`src/rtl/sonar_scan_ctrl.sv`:
```
// rtl/sonar_scan_ctrl.sv - round-robin ultrasonic sensor scanner sharing one echo-measurement unit
module sonar_scan_ctrl #(
  parameter int N_SENS         = 4,
  parameter int TRIG_CYCLES    = 1250,
  parameter int TIMEOUT_CYCLES = 4_750_000,
  parameter int GAP_CYCLES     = 2_500_000,
  parameter int SETTLE_CYCLES  = 4
) (
  input  logic                 clk,
  input  logic                 rst,
  input  logic                 enable,
  input  logic [N_SENS-1:0]    sensor_en,
  input  logic [N_SENS-1:0]    echo_in,
  output logic [N_SENS-1:0]    trig,
  output logic                 echo_mux,
  input  logic [15:0]          dist_in,
  output logic [16*N_SENS-1:0] dist_out,
  output logic [N_SENS-1:0]    tmo_flag,
  output logic [2:0]           cur_idx,
  output logic                 scan_done
);

  localparam int MAX_A   = (TRIG_CYCLES > SETTLE_CYCLES) ? TRIG_CYCLES : SETTLE_CYCLES;
  localparam int MAX_B   = (TIMEOUT_CYCLES > GAP_CYCLES) ? TIMEOUT_CYCLES : GAP_CYCLES;
  localparam int CNT_MAX = (MAX_A > MAX_B) ? MAX_A : MAX_B;
  localparam int CW      = $clog2(CNT_MAX + 1);
  localparam logic [15:0] DIST_MAX = 16'd9999;

  typedef enum logic [2:0] {IDLE, TRIG, WAIT_RISE, WAIT_FALL, SETTLE, GAP} state_t;

  state_t            state, state_d;
  logic [CW-1:0]     cnt, cnt_d;
  logic [2:0]        idx_d, nxt_idle, nxt_gap, gap_start;
  logic              done_d, wr_en, wr_tmo;
  logic [15:0]       wr_val;
  logic [N_SENS-1:0] echo_s1, echo_s2, echo_d;
  logic              echo_cur, echo_cur_d, rise, fall;

  // Rotate the mask so the search starts at 'start', then map the offset back modulo N_SENS.
  function automatic logic [2:0] next_enabled(input logic [2:0] start, input logic [N_SENS-1:0] mask);
    logic [2*N_SENS-1:0] dbl;
    logic [2:0]          off;
    logic                found;
    logic [3:0]          sum;
    dbl   = {mask, mask} >> start;
    off   = 3'd0;
    found = 1'b0;
    for (int i = 0; i < N_SENS; i++) begin
      if (!found && dbl[i]) begin
        found = 1'b1;
        off   = 3'(i);
      end
    end
    sum = {1'b0, start} + {1'b0, off};
    if (sum >= 4'(N_SENS)) sum = sum - 4'(N_SENS);
    return sum[2:0];
  endfunction

  assign gap_start = (cur_idx == 3'(N_SENS - 1)) ? 3'd0 : cur_idx + 3'd1;
  assign nxt_idle  = next_enabled(cur_idx, sensor_en);
  assign nxt_gap   = next_enabled(gap_start, sensor_en);

  always_comb begin
    echo_cur   = 1'b0;
    echo_cur_d = 1'b0;
    echo_mux   = 1'b0;
    trig       = '0;
    for (int i = 0; i < N_SENS; i++) begin
      if (cur_idx == 3'(i)) begin
        echo_cur   = echo_s2[i];
        echo_cur_d = echo_d[i];
        echo_mux   = (state != IDLE) && echo_in[i];
        trig[i]    = (state == TRIG);
      end
    end
  end

  // Edges come from the synchronized history, so an echo already high on WAIT_RISE entry is ignored.
  assign rise = echo_cur & ~echo_cur_d;
  assign fall = ~echo_cur & echo_cur_d;

  always_comb begin
    state_d = state;
    cnt_d   = cnt + CW'(1);
    idx_d   = cur_idx;
    done_d  = 1'b0;
    wr_en   = 1'b0;
    wr_tmo  = 1'b0;
    wr_val  = 16'd0;
    case (state)
      IDLE: begin
        cnt_d = '0;
        if (enable && (|sensor_en)) begin
          idx_d   = nxt_idle;
          state_d = TRIG;
        end
      end
      TRIG: begin
        if (cnt == CW'(TRIG_CYCLES - 1)) begin
          cnt_d   = '0;
          state_d = WAIT_RISE;
        end
      end
      WAIT_RISE: begin
        if (rise) begin
          state_d = WAIT_FALL;
        end else if (cnt == CW'(TIMEOUT_CYCLES - 1)) begin
          wr_en   = 1'b1;
          wr_tmo  = 1'b1;
          wr_val  = DIST_MAX;
          cnt_d   = '0;
          state_d = GAP;
        end
      end
      WAIT_FALL: begin
        if (fall) begin
          cnt_d   = '0;
          state_d = SETTLE;
        end else if (cnt == CW'(TIMEOUT_CYCLES - 1)) begin
          wr_en   = 1'b1;
          wr_tmo  = 1'b1;
          wr_val  = DIST_MAX;
          cnt_d   = '0;
          state_d = GAP;
        end
      end
      SETTLE: begin
        if (cnt == CW'(SETTLE_CYCLES - 1)) begin
          wr_en   = 1'b1;
          wr_val  = (dist_in > DIST_MAX) ? DIST_MAX : dist_in;
          cnt_d   = '0;
          state_d = GAP;
        end
      end
      GAP: begin
        if (cnt == CW'(GAP_CYCLES - 1)) begin
          cnt_d = '0;
          if (|sensor_en) begin
            idx_d   = nxt_gap;
            done_d  = (nxt_gap <= cur_idx);
            state_d = enable ? TRIG : IDLE;
          end else begin
            state_d = IDLE;
          end
        end
      end
      default: begin
        cnt_d   = '0;
        state_d = IDLE;
      end
    endcase
  end

  always_ff @(posedge clk or posedge rst) begin
    if (rst) begin
      state     <= IDLE;
      cnt       <= '0;
      cur_idx   <= 3'd0;
      scan_done <= 1'b0;
      echo_s1   <= '0;
      echo_s2   <= '0;
      echo_d    <= '0;
      dist_out  <= '0;
      tmo_flag  <= '0;
    end else begin
      state     <= state_d;
      cnt       <= cnt_d;
      cur_idx   <= idx_d;
      scan_done <= done_d;
      echo_s1   <= echo_in;
      echo_s2   <= echo_s1;
      echo_d    <= echo_s2;
      for (int k = 0; k < N_SENS; k++) begin
        if (wr_en && (cur_idx == 3'(k))) begin
          dist_out[16*k +: 16] <= wr_val;
          tmo_flag[k]          <= wr_tmo;
        end
      end
    end
  end

endmodule

```
`config.mk`:
```
export PLATFORM = sky130hd
export DESIGN_NAME = sonar_scan_ctrl
export DESIGN_NICKNAME = d
export VERILOG_FILES = /design/src/rtl/sonar_scan_ctrl.sv
export SDC_FILE = /design/constraint.sdc
export NUM_CORES = 1
export LEC_CHECK = 0
export ABC_AREA = 1
export CORE_MARGIN = 2
export CORE_UTILIZATION = 35
export DETAILED_ROUTE_END_ITERATION = 7
export PLACE_DENSITY = 0.63
export SYNTH_ARGS = -nofsm -noshare
export SYNTH_HDL_FRONTEND = slang
export SYNTH_SLANG_ARGS = --single-unit
```
`constraint.sdc`:
```
create_clock -name clk -period 10.3 [get_ports clk]
set_input_delay 1.03 -clock clk [delete_from_list [all_inputs] [get_ports clk]]
set_output_delay 1.03 -clock clk [all_outputs]
set_load 0.005 [all_outputs]
```
==> results.json <==
{
  "hold_depth": 0,
  "io_pins": 104,
  "path_class": "register to primary output",
  "clk_pin_slew_worst_paths_ns": 0.07,
  "highest_layer": "met4",
  "yosysSeqAreaShare_pct": 46.12,
  "critPathLaunchType": "register",
  "nets": 921,
  "rsz0062_at_grt": "false",
  "reg2reg_from": "cur_idx[1]",
  "max_slew_margin_pct": 36.29,
  "min_path_type": "register to register",
  "cts_buffer_depth": 2,
  "ctsHoldBuffers": 0,
  "drive_above_1_share_pct": 4.525,
  "antenna_found_initial": 0,
  "grt-ovfl-total": 0,
  "fmax_mhz": 262.0,
  "pre_cts_slack_ns": 6.519,
  "syn_to_final_growth_pct": 24.63,
  "post_drt_wl_per_cell_um": 14.43,
  "syn-mean-instance-area_um2": 7.622,
  "die_h_um": 134.6,
  "synth_cell_types": 39,
  "drc": 0,
  "min_period_ns": 3.817,
  "vdd_drop_max_mv": 0.07735,
  "fp-row-count": 47,
  "first_pass_iters": 5,
  "grt_max_degree": 65,
  "syn-instance-count": 783,
  "synth_top_area_share_pct": 46.12,
  "fin_skew_ns": 0.01165,
  "setup_ws_ns": 6.483,
  "arrival_ns": 2.79,
  "setup_viol": 0,
  "grt_use_total_pct": 18.18,
  "grt_pass1_wl_um": 26080,
  "cts_sinks": 110,
  "cts_made_buffers": 9,
  "met1Wirelength_um": 7574,
  "hp-start": "echo_s1[0]",
  "dieArea_mm2": 0.01811,
  "final_cell_mix": "224 x nand2_1, 110 x dfrtp_1, 107 x nand3_1",
  "fin_setup_tns_ns": 0,
  "routed_wirelength_um": 15930,
  "dpl.hpwl_um": 11820,
  "drv_slew": 0,
  "root_buffer": "clkbuf_16",
  "syn_area_mm2": 0.005968,
  "initial_utilization_pct": 35.86,
  "holdPathEnd": "echo_s2[0]",
  "r2r_setup_slack_ns": 6.49,
  "place_congestion": 0.8913,
  "antennaDiodeCount": 0,
  "syn_nets": 825,
  "die_w_um": 134.6,
  "drtIter0Drc": 399,
  "yosys-top-cells-area": "dfrtp_1 46%, nand2_1 14%, nand3_1 9.0%, nor2_1 6.7%, inv_1 5.2%",
  "reg2reg_depth": 15,
  "critPathMaxFanout": 19,
  "ant_nets": 0,
  "p_leak_nw": 3.497,
  "yosys_warnings": 0,
  "min_period_over_period_pct": 37.06,
  "rr_endpoint": "scan_done",
  "finalHoldViolCount": 0,
  "worstSetupEndpointType": "primary output",
  "synth_edf_count": 0,
  "ctsResizeCount": 0,
  "wl_met3_um": 980,
  "power.density_mw_per_mm2": 108.4,
  "ys_ff_latch": 110,
  "vias": 5392,
  "dr_wl_met2_um": 7205,
  "async_reset_ff_share_pct": 100.0,
  "cts_setup_buffers": 0,
  "worstPathRequired_ns": 9.27,
  "port_buffers": 103,
  "cts_tree": "yes",
  "yosysTopAreaCell": "dfrtp_1",
  "via_per_inst": 4.884,
  "drv_cap": 0,
  "worstSkewPairLatency_ns": 0.36,
  "worst_pin_slew_ns": 0.9546,
  "final_common_cell": "nand2_1",
  "grt_pass1_vias": 5183,
  "core_area_mm2": 0.01664,
  "synth_flop_cell": "dfrtp_1",
  "htree_levels": 3,
  "status": "finished clean"
}
-- stage by stage --
step	util, %	hold WS, ns	std cells	power [mW]	cell area, µm²
CTS	44.70	0.3483	1104	0.8176	7438
detailed placement	43.00	0.3358	1088	0.4765	7156
floorplan	-	0.3312	783	0.4584	5968
global route	44.70	0.3662	1104	0.8370	7438
global placement	43.00	0.3328	1088	0.4765	7156
finish	44.70	0.3485	1104	0.8061	7438
-- where the power goes --
group | switching [mW] | internal, mW
Clock | 0.165 | 0.173
Combinational | 0.0199 | 0.0128
Sequential | 0.000769 | 0.434
Total | 0.186 | 0.620
-- metal layers --
metal | vias to the layer above | GRT usage (%)
met5 | - | 0
li1 | 2682 | -
met4 | 0 | 3.509
met3 | 13 | 4.392
met1 | 2534 | 25.09
met2 | 163 | 29.39
-- state kept, by name, summed over array words and instances, names as in the netlist --
signal / flops
echo_s2: 4
state: 3
echo_d: 4
scan_done: 1
echo_s1: 4
dist_out: 64
cur_idx: 3
tmo_flag: 4
cnt: 23
-- worst max-delay path by stage --
stage	startpoint	to	slack, ns	cells after the start
6_report	cur_idx[0]	echo_mux	6.48	9
5_1_grt	cur_idx[1]	scan_done	5.98	17
4_1_cts	cur_idx[0]	echo_mux	6.48	9
3_5_place_dp	sensor_en[1]	scan_done	6.52	14
3_3_place_gp	sensor_en[1]	scan_done	6.60	14
2_1_floorplan	rst	cnt[0]	6.37	1
-- synthesized netlist by cell type (all sizes together), types with 2 or more instances --
cell	number
or2	2
nand2	232
buf	16
nand4	10
dfrtp	110
nand3	110
o21a	2
inv	86
fa	2
nor4	3
ha	13
clkbuf	4
xor2	15
nor3	18
a21boi	2
o21ai	24
a21oi	11
nand3b	3
nor2	112
-- cell families after synthesis --
logic type / synth area share [%]
xor+xnor: 2.348
fa+ha+maj: 3.396
simple gates: 36.23
flops: 46.12
buf+inv: 7.841
compound gates: 4.067
-- critical path, cell delays in order, from the launching register on --
cell and delay (ns):
dfrtp_1 0.57, inv_1 0.22, ha_1 0.17, inv_1 0.10, nor2_8 0.30, nand3_1 0.11
nand3_1 0.08, o21ai_0 0.10, a21oi_1 0.22, clkdlybuf4s50_1 0.55
-- area by class of cell --
cell class	count	area, µm²
flip-flops and latches	110	2753
well taps	220	275.3
repair buffers	105	1046
clock inverters	5	40.04
clock buffers	11	242.7
fillers	1676	9204
inverters	87	331.6
multi-input cells	566	2750
Power figures use the tool's default switching activity.
